--- src/rtl/ram_arbiter_if.sv ---
`default_nettype none
// ============================================================================
// Module      : ram_arbiter_if
// Description : Request/response bundle between two requesters, the arbiter
//               and a shared single-port RAM.
// Revision    : 1.0 - initial release
// ============================================================================
interface ram_arbiter_if;
    logic        m0_valid;
    logic [31:0] m0_addr;
    logic [31:0] m0_wdata;
    logic [3:0]  m0_wstrb;
    logic [31:0] m0_rdata;
    logic        m0_ready;

    logic        m1_valid;
    logic [31:0] m1_addr;
    logic [31:0] m1_wdata;
    logic [3:0]  m1_wstrb;
    logic [31:0] m1_rdata;
    logic        m1_ready;

    logic        ram_valid;
    logic [31:0] ram_addr;
    logic [31:0] ram_wdata;
    logic [3:0]  ram_wstrb;
    logic [31:0] ram_rdata;
    logic        ram_ready;

    // Arbiter side
    modport slave (
        input  m0_valid, m0_addr, m0_wdata, m0_wstrb,
        input  m1_valid, m1_addr, m1_wdata, m1_wstrb,
        input  ram_rdata, ram_ready,
        output m0_rdata, m0_ready, m1_rdata, m1_ready,
        output ram_valid, ram_addr, ram_wdata, ram_wstrb
    );

    // Requester and RAM side
    modport master (
        output m0_valid, m0_addr, m0_wdata, m0_wstrb,
        output m1_valid, m1_addr, m1_wdata, m1_wstrb,
        output ram_rdata, ram_ready,
        input  m0_rdata, m0_ready, m1_rdata, m1_ready,
        input  ram_valid, ram_addr, ram_wdata, ram_wstrb
    );
endinterface
`default_nettype wire

--- src/rtl/ram_arbiter.sv ---
`default_nettype none
// ============================================================================
// Module      : ram_arbiter
// Description : Two-requester arbiter for a shared single-port RAM with
//               round-robin or fixed (m0-first) priority.
// Revision    : 1.0 - initial release
// ============================================================================
module ram_arbiter #(
    parameter int ROUND_ROBIN = 1
) (
    input  wire logic     clk,
    input  wire logic     resetn,
    ram_arbiter_if.slave  bus
);
    localparam logic [1:0] c_IDLE  = 2'd0;
    localparam logic [1:0] c_BUSY0 = 2'd1;
    localparam logic [1:0] c_BUSY1 = 2'd2;

    logic [1:0] r_state;
    logic [1:0] w_next_state;
    logic       r_last_grant;
    logic       w_next_last_grant;
    logic [3:0] w_wstrb;

    // last_grant resets to 1 so that m0 wins the first contended decision
    always_ff @(posedge clk or negedge resetn) begin
        if (!resetn) begin
            r_state      <= c_IDLE;
            r_last_grant <= 1'b1;
        end else begin
            r_state      <= w_next_state;
            r_last_grant <= w_next_last_grant;
        end
    end

    always_comb begin
        w_next_state      = r_state;
        w_next_last_grant = r_last_grant;
        case (r_state)
            c_IDLE: begin
                if (bus.m0_valid && bus.m1_valid) begin
                    w_next_state = ((ROUND_ROBIN != 0) && !r_last_grant) ? c_BUSY1 : c_BUSY0;
                end else if (bus.m0_valid) begin
                    w_next_state = c_BUSY0;
                end else if (bus.m1_valid) begin
                    w_next_state = c_BUSY1;
                end
            end
            c_BUSY0: begin
                // An abandoned request leaves last_grant untouched
                if (!bus.m0_valid) begin
                    w_next_state = c_IDLE;
                end else if (bus.ram_ready) begin
                    w_next_state      = c_IDLE;
                    w_next_last_grant = 1'b0;
                end
            end
            c_BUSY1: begin
                if (!bus.m1_valid) begin
                    w_next_state = c_IDLE;
                end else if (bus.ram_ready) begin
                    w_next_state      = c_IDLE;
                    w_next_last_grant = 1'b1;
                end
            end
            default: w_next_state = c_IDLE;
        endcase
    end

    always_comb begin
        bus.ram_valid = 1'b0;
        bus.ram_addr  = 32'h0;
        bus.ram_wdata = 32'h0;
        w_wstrb       = 4'b0000;
        bus.m0_ready  = 1'b0;
        bus.m1_ready  = 1'b0;
        bus.m0_rdata  = 32'h0;
        bus.m1_rdata  = 32'h0;
        case (r_state)
            c_BUSY0: begin
                bus.ram_valid = bus.m0_valid;
                bus.ram_addr  = bus.m0_addr;
                bus.ram_wdata = bus.m0_wdata;
                w_wstrb       = bus.m0_wstrb;
                bus.m0_ready  = bus.ram_ready & bus.m0_valid;
                bus.m0_rdata  = bus.ram_rdata;
            end
            c_BUSY1: begin
                bus.ram_valid = bus.m1_valid;
                bus.ram_addr  = bus.m1_addr;
                bus.ram_wdata = bus.m1_wdata;
                w_wstrb       = bus.m1_wstrb;
                bus.m1_ready  = bus.ram_ready & bus.m1_valid;
                bus.m1_rdata  = bus.ram_rdata;
            end
            default: ;
        endcase
    end

    // Byte enables are suppressed whenever no access is strobed
    assign bus.ram_wstrb = bus.ram_valid ? w_wstrb : 4'b0000;

endmodule
`default_nettype wire

--- src/flat_wrapper.sv ---
// flat-port wrapper written by rule: the top's interface ports become plain ports
module ram_arbiter_flat 
#(
    parameter int ROUND_ROBIN = 1
)
  (clk, resetn, bus_m0_valid, bus_m0_addr, bus_m0_wdata, bus_m0_wstrb, bus_m1_valid, bus_m1_addr, bus_m1_wdata, bus_m1_wstrb, bus_ram_rdata, bus_ram_ready, bus_m0_rdata, bus_m0_ready, bus_m1_rdata, bus_m1_ready, bus_ram_valid, bus_ram_addr, bus_ram_wdata, bus_ram_wstrb);
  ram_arbiter_if bus_i ();
  input  wire logic clk;
  input  wire logic resetn;
  input wire logic [$bits(bus_i.m0_valid)-1:0] bus_m0_valid;
  input wire logic [$bits(bus_i.m0_addr)-1:0] bus_m0_addr;
  input wire logic [$bits(bus_i.m0_wdata)-1:0] bus_m0_wdata;
  input wire logic [$bits(bus_i.m0_wstrb)-1:0] bus_m0_wstrb;
  input wire logic [$bits(bus_i.m1_valid)-1:0] bus_m1_valid;
  input wire logic [$bits(bus_i.m1_addr)-1:0] bus_m1_addr;
  input wire logic [$bits(bus_i.m1_wdata)-1:0] bus_m1_wdata;
  input wire logic [$bits(bus_i.m1_wstrb)-1:0] bus_m1_wstrb;
  input wire logic [$bits(bus_i.ram_rdata)-1:0] bus_ram_rdata;
  input wire logic [$bits(bus_i.ram_ready)-1:0] bus_ram_ready;
  output wire logic [$bits(bus_i.m0_rdata)-1:0] bus_m0_rdata;
  output wire logic [$bits(bus_i.m0_ready)-1:0] bus_m0_ready;
  output wire logic [$bits(bus_i.m1_rdata)-1:0] bus_m1_rdata;
  output wire logic [$bits(bus_i.m1_ready)-1:0] bus_m1_ready;
  output wire logic [$bits(bus_i.ram_valid)-1:0] bus_ram_valid;
  output wire logic [$bits(bus_i.ram_addr)-1:0] bus_ram_addr;
  output wire logic [$bits(bus_i.ram_wdata)-1:0] bus_ram_wdata;
  output wire logic [$bits(bus_i.ram_wstrb)-1:0] bus_ram_wstrb;
  assign bus_i.m0_valid = bus_m0_valid;
  assign bus_i.m0_addr = bus_m0_addr;
  assign bus_i.m0_wdata = bus_m0_wdata;
  assign bus_i.m0_wstrb = bus_m0_wstrb;
  assign bus_i.m1_valid = bus_m1_valid;
  assign bus_i.m1_addr = bus_m1_addr;
  assign bus_i.m1_wdata = bus_m1_wdata;
  assign bus_i.m1_wstrb = bus_m1_wstrb;
  assign bus_i.ram_rdata = bus_ram_rdata;
  assign bus_i.ram_ready = bus_ram_ready;
  assign bus_m0_rdata = bus_i.m0_rdata;
  assign bus_m0_ready = bus_i.m0_ready;
  assign bus_m1_rdata = bus_i.m1_rdata;
  assign bus_m1_ready = bus_i.m1_ready;
  assign bus_ram_valid = bus_i.ram_valid;
  assign bus_ram_addr = bus_i.ram_addr;
  assign bus_ram_wdata = bus_i.ram_wdata;
  assign bus_ram_wstrb = bus_i.ram_wstrb;
  ram_arbiter #(.ROUND_ROBIN(ROUND_ROBIN)) u_core (.clk(clk), .resetn(resetn), .bus(bus_i));
endmodule
--- config.mk ---
export PLATFORM = sky130hd
export DESIGN_NAME = ram_arbiter_flat
export DESIGN_NICKNAME = d
export VERILOG_FILES = /design/src/rtl/ram_arbiter_if.sv /design/src/rtl/ram_arbiter.sv /design/src/flat_wrapper.sv
export SDC_FILE = /design/constraint.sdc
export NUM_CORES = 1
export LEC_CHECK = 0
export CAP_MARGIN = 40
export CORE_AREA = 2 2 121 123
export CTS_CLUSTER_SIZE = 14
export DETAILED_ROUTE_END_ITERATION = 12
export DIE_AREA = 0 0 123 125
export PLACE_DENSITY = 0.5
export SLEW_MARGIN = 10
export SYNTH_ARGS = -nofsm -noshare
export SYNTH_HDL_FRONTEND = slang
export SYNTH_SLANG_ARGS = --single-unit
--- constraint.sdc ---
create_clock -name clk -period 2.35 [get_ports clk]
set_clock_uncertainty 0.15 [all_clocks]
set_input_delay 0.47 -clock clk [delete_from_list [all_inputs] [get_ports clk]]
set_output_delay 0.47 -clock clk [all_outputs]
set_load 0.03 [all_outputs]
==> impl_metrics.yaml, run 1 <==
timing:
  rsz0062_at_grt: "true"
  fin_crit_ps: 2310
  finalHoldViolations: 0
  fmax_ghz: 0.433
  finalSetupViolCount: 0
  relSlewSlack_pct: 78.6
  fin_crit_sh_pct: 98.3
  hold_slack_ps: 284
  worst_pin_slew_ps: 321
  drv_slew: 0
floorplan:
  start_util_pct: 12.6
  top_level_ports: 308
  die_area_sq_um: 15400
  chipHeight_um: 125
  die_w_um: 123
  rows: 44
  core_area_sq_um: 14200
detailed_routing:
  num_vias: 3162
  dr.pass1.iters: 4
  via_per_inst: 4.18
  post-route-drc-count: 0
  ant_nets: 0
  wl_per_cell_um: 16.1
  drt-total-wl_um: 12200
  drtIter0Drc: 84
setup_path:
  worstSetupPathType: "reg -> out"
  crit_slowest_cell: "dfrtp_1"
  critPathMostFrequentCell: "buf_4"
  reg2reg_from: "u_core.r_state[0]"
  cp_max_fo: 15
  crit_path_start_kind: "flop"
  worst_r2r_path_depth: 6
  endpoint_kind: "output pin"
  r2r_end: "u_core.r_last_grant"
  path_cells: "buf_6, ha_4, buf_12, buf_4, a22oi_1, nor2b_1, buf_4"
  rrSetupSlack_ps: 650
  cp_slowest_stage_delay_ps: 410
  cp.required_ps: 1730
  crit_arrival_ps: 1690
job:
  max-cap-violations: 0
global_routing:
  overflow: 0
  grt_first_pass_wirelength_um: 17800
  grtUsageTotal_pct: 14.4
  grt_max_degree: 36
  antenna_found_initial: 0
  grt_pass1_vias: 3333
place:
  portBuffers: 307
  post_dp_cell_area_sq_um: 4950
  dp_hpwl_um: 9700
  gp_congestion: 0.806
power:
  vdd_ir_drop_max_uv: 509
  p_leak_nw: 2.21
  powerDensity_nw_per_um2: 1080
clocking:
  clockBufferDepth: 2
  cts_tree: "yes"
  cts-root-buf: "clkbuf_16"
  cts_buffers: 3
  clock_sink_count: 3
  htreeDepth: 1
  clk_latency_ps: 220
  clk_pin_slew_ps: 30
  hold_buffers: 0
cells_and_area:
  finish.instance_area_sq_um: 5310
  drive_gt1_share_pct: 34.0
  final_util_pct: 37.4
  nNetsFinal: 753
  antenna-diode-count: 0
  areaGrowthSynthToFinish_pct: 196
yosys:
  ys_types: 21
  synthCells: 267
  yosys_warnings: 0
  ys_ff_latch: 3
  synth_area_per_cell_sq_um: 6.71
  synth_area_sq_um: 1790
  synth_nets: 446
  ys_seq_area_share_pct: 4.26
run_status:
  status: "complete, no violations"
worst_hold_path:
  hp-class: "in -> async"
[cell type report]
| type | count | area [sq um] |
|---|---|---|
| Fill cell | 1447 | 8900 |
| Timing Repair Buffer | 332 | 3190 |
| Tap cell | 184 | 230 |
| Inverter | 4 | 15.0 |
| Sequential cell | 3 | 76.3 |
| Clock buffer | 4 | 78.8 |
| Multi-Input combinational cell | 230 | 1710 |
[through the flow]
stage | instances | setup WS, ps | power (mW) | TNS, ps
2_1_floorplan | 267 | 21.6 | 2.99 | 0
3_3_place_gp | 745 | 165 | 5.03 | 0
3_5_place_dp | 745 | 124 | 5.04 | 0
4_1_cts | 752 | -22.9 | 5.54 | -90.5
5_1_grt | 757 | -35.1 | 6.07 | -247
6_report | 757 | 39.4 | 5.71 | 0
[power by group]
part           leakage, nW  switching (mW)  internal [mW]  total [mW]
registers           0.0364          0.0229         0.0808       0.104
clock network       0.0382          0.0453          0.224       0.269
logic                 2.14            2.87           2.47        5.34
[placed cells by master, fill, tap and decap left out]
cell type and instances:
o41ai_2 1, a22oi_2 16, o21ai_1 1, dfrtp_1 2
nor2b_2 1, clkbuf_16 3, ha_2 1, ha_4 3
ha_1 2, a22oi_1 52, a32o_1 4, dfstp_2 1
buf_16 2, inv_2 2, inv_1 2, and3_1 2
nand2_4 1, bufbuf_16 1, nor2b_1 65, buf_12 15
a22o_4 1, nor2_1 2, clkdlybuf4s50_1 172, clkbuf_1 1
and2_1 64, buf_4 138, nand2_1 6, nor2_2 3
a21boi_0 1, buf_6 4, o21ba_2 1, nor2_4 1
nand2b_1 2
[critical path, delay by kind of cell (launching register included)]
kind	cells	cell delay, ps
and+or+nand+nor	1	70
DFF	1	410
adders and majority gates	1	180
AOI/OAI and AO/OA	1	170
buffers and inverters	4	630
[logic make-up after synthesis]
logic type,Yosys count,share of synthesized area [%]
buffers and inverters,34,8.59
and+or+nand+nor,147,49.5
AOI/OAI and AO/OA,77,33.4
adders and majority gates,6,4.19
DFF,3,4.26
[cell usage after synthesis]
library cell,number,share of area (%)
a22oi_1,68,29
nor2b_1,66,23
and2_1,64,22
clkbuf_1,23,4.8
nand2_1,7,1.5
ha_1,6,4.2
nor2_1,6,1.3
a32o_1,4,2.2
inv_1,4,0.84
buf_2,3,0.84
buf_6,3,1.9
and3_1,2,0.70
dfrtp_1,2,2.8
nand2b_1,2,0.70
a21boi_0,1,0.42
a22o_1,1,0.49
buf_1,1,0.21
dfstp_2,1,1.5
o21ai_1,1,0.28
o21ba_2,1,0.56
o41ai_2,1,0.91
[worst max-delay path by stage]
stage	slack, ps	cells after the start	end	start
2_1_floorplan	20	5	bus_ram_addr[10]	u_core.r_state[0]
3_3_place_gp	170	5	bus_ram_wstrb[3]	bus_m1_valid
3_5_place_dp	120	6	bus_ram_wstrb[1]	u_core.r_state[1]
4_1_cts	-20	7	bus_ram_addr[28]	u_core.r_state[1]
5_1_grt	-40	6	bus_ram_wdata[13]	u_core.r_state[1]
6_report	40	7	bus_ram_addr[9]	u_core.r_state[1]
[repair_timing]
| action | CTS | global route |
|---|---|---|
| setup buffers | 1 | 5 |
| gates resized for setup | 8 | 29 |
| endpoints found under the setup margin | 23 | 35 |
| pin swaps | 2 | 3 |
| cloned | 2 | 0 |
[routing by layer]
metal / wire length, um / track usage [%] / up-vias
met1: 4320 / 15.4 / 1417
met5: 0 / 0 / -
met3: 1390 / 3.97 / 10
met4: 157 / 3.07 / 0
li1: - / - / 1543
met2: 6350 / 27.8 / 192
[registers in the layout, summed over array words and instances (netlist names)]
register / count
u_core.r_last_grant: 1
u_core.r_state: 2
(Power assumes the default switching activity.)
==> run 2: changes to the inputs <==
--- a/config.mk
+++ b/config.mk
@@ -11,7 +11,8 @@
 export DETAILED_ROUTE_END_ITERATION = 12
 export DIE_AREA = 0 0 123 125
 export PLACE_DENSITY = 0.5
-export SLEW_MARGIN = 10
+export SKIP_LAST_GASP = 1
+export SLEW_MARGIN = 20
 export SYNTH_ARGS = -nofsm -noshare
 export SYNTH_HDL_FRONTEND = slang
 export SYNTH_SLANG_ARGS = --single-unit
==> run 2 against run 1 <==
  * Final cell count unchanged
  * Via count about the same
  * Clock power about the same
  * Non-clock buffer count unchanged
  * Routed wire length decreased by 0.11%
  * Flip-flop and latch count unchanged
  * Total power decreased by 0.26%
  * Utilization decreased by 0.079 points
  * Final area decreased by 0.21%
  * Largest cell class unchanged
  * Largest power group unchanged
==> impl_metrics.yaml, run 2 (same netlist as run 1, synthesis figures left out) <==
run_status:
  status: "complete, no violations"
worst_hold_path:
  hp-class: "in -> async"
clocking:
  htreeDepth: 1
  cts-root-buf: "clkbuf_16"
  cts_tree: "yes"
  cts_buffers: 3
  clock_sink_count: 3
  clockBufferDepth: 2
  clk_pin_slew_ps: 30
  clk_latency_ps: 220
  hold_buffers: 0
cells_and_area:
  areaGrowthSynthToFinish_pct: 196
  largest_register_ff_count: 2
  layout_commonest_cell: "clkdlybuf4s50_1"
  drive_gt1_share_pct: 33.9
  final_util_pct: 37.3
  layout_common_cells: "172 x clkdlybuf4s50_1, 140 x buf_4, 65 x nor2b_1"
  final_cell_count_no_fill: 757
  fill_cells: 1452
  antenna-diode-count: 0
  finish.instance_area_sq_um: 5290
  regMostFlops: "u_core.r_state"
  nNetsFinal: 753
  reg.largest.list: "u_core.r_state: 2 flops, u_core.r_last_grant: 1 flops"
floorplan:
  start_util_pct: 12.6
  top_level_ports: 308
  core_area_sq_um: 14200
  die_area_sq_um: 15400
  chipHeight_um: 125
  die_w_um: 123
  rows: 44
timing:
  drv_slew: 0
  fin_crit_ps: 2330
  fin_crit_sh_pct: 99.1
  finalHoldViolations: 0
  rsz0062_at_grt: "true"
  worst_pin_slew_ps: 315
  hold_slack_ps: 284
  finalSetupViolCount: 0
  fmax_ghz: 0.429
  setup_tns_ps: 0
  worst_slack_ps: 20.8
  relSlewSlack_pct: 79.0
detailed_routing:
  drt-total-wl_um: 12200
  drtIter0Drc: 81
  wl_per_cell_um: 16.1
  met3_length_um: 1390
  routed.top_layer: "met4"
  met2RoutedLength_um: 6360
  num_vias: 3164
  ant_nets: 0
  met1_length_um: 4290
  post-route-drc-count: 0
  via_per_inst: 4.18
  dr.pass1.iters: 4
power:
  p_comb_share_pct: 93.5
  p_sw_mw: 2.92
  vdd_ir_drop_max_uv: 506
  p_total_mw: 5.70
  powerDensity_nw_per_um2: 1080
  p_leak_nw: 2.21
  internal_power_mw: 2.77
  p_seq_share_pct: 1.8
  swShare_pct: 51.3
  clkPwrFrac_pct: 4.7
setup_path:
  cp.required_ps: 1730
  endpoint_kind: "output pin"
  cp_max_fo: 15
  crit_arrival_ps: 1710
  worstSetupPathType: "reg -> out"
  rrSetupSlack_ps: 530
  crit_path_start_kind: "flop"
global_routing:
  grtUsageTotal_pct: 14.4
  grt_pass1_vias: 3333
  grt_first_pass_wirelength_um: 17800
  overflow: 0
  grt_max_degree: 36
  antenna_found_initial: 0
place:
  gp_congestion: 0.806
  portBuffers: 307
  dp_worst_setup_slack_ps: 124
  dp_hpwl_um: 9700
  dp_cells: 745
  post_dp_cell_area_sq_um: 4950
job:
  max-cap-violations: 0
==> run 2: changes by cell type in the layout (fill, tap and decap cells not counted), sizes merged <==
cell	delta
buf	-1
bufbuf	+1
==> run 2: critical path, cell delays in order (launching register included) <==
cell     delay [ps]
dfrtp_1         400
buf_4           170
ha_4            190
buf_12          150
buf_4           160
a22oi_1         170
nor2b_1          70
buf_4           170
==> run 2: layer usage <==
metal  vias up  track usage [%]
met2       192             27.8
met3        10             3.97
met4         0             3.07
met5         -                0
li1       1543                -
met1      1419             15.4
==> run 2: repair_timing <==
action | CTS | global route
setup endpoints to repair | 23 | 35
buffers inserted | 1 | 5
resized for setup | 8 | 25
gates cloned | 2 | 0
pin swaps | 2 | 2
==> run 2: worst paths after layout <==
path / startpoint / endpoint / cells after the start
setup / recovery: u_core.r_state[1] / bus_ram_addr[9] / 7
hold / removal: resetn / u_core.r_state[1] / 1
setup reg to reg: u_core.r_state[0] / u_core.r_last_grant / 6
hold reg to reg: u_core.r_last_grant / u_core.r_last_grant / 2
max in group asynchronous: resetn / u_core.r_last_grant / 1
min in group clk: u_core.r_last_grant / u_core.r_last_grant / 2
==> run 2: cell type report <==
type                    count  area, sq um  area share, %
clock buffers               4         78.8           1.49
inverters                   4         15.0          0.284
multi-input cells         230         1710           32.2
flip-flops and latches      3         76.3           1.44
well taps                 184          230           4.35
repair buffers            332         3190           60.2
==> run 2: power groups by stage <==
stage | Combinational [mW] | Clock (mW) | Sequential (mW)
4_1_cts | 5.17 | 0.273 | 0.0993
3_3_place_gp | 4.93 | 0 | 0.0988
5_1_grt | 5.67 | 0.279 | 0.105
2_1_floorplan | 2.88 | 0 | 0.105
3_5_place_dp | 4.94 | 0 | 0.0990
6_report | 5.33 | 0.269 | 0.102
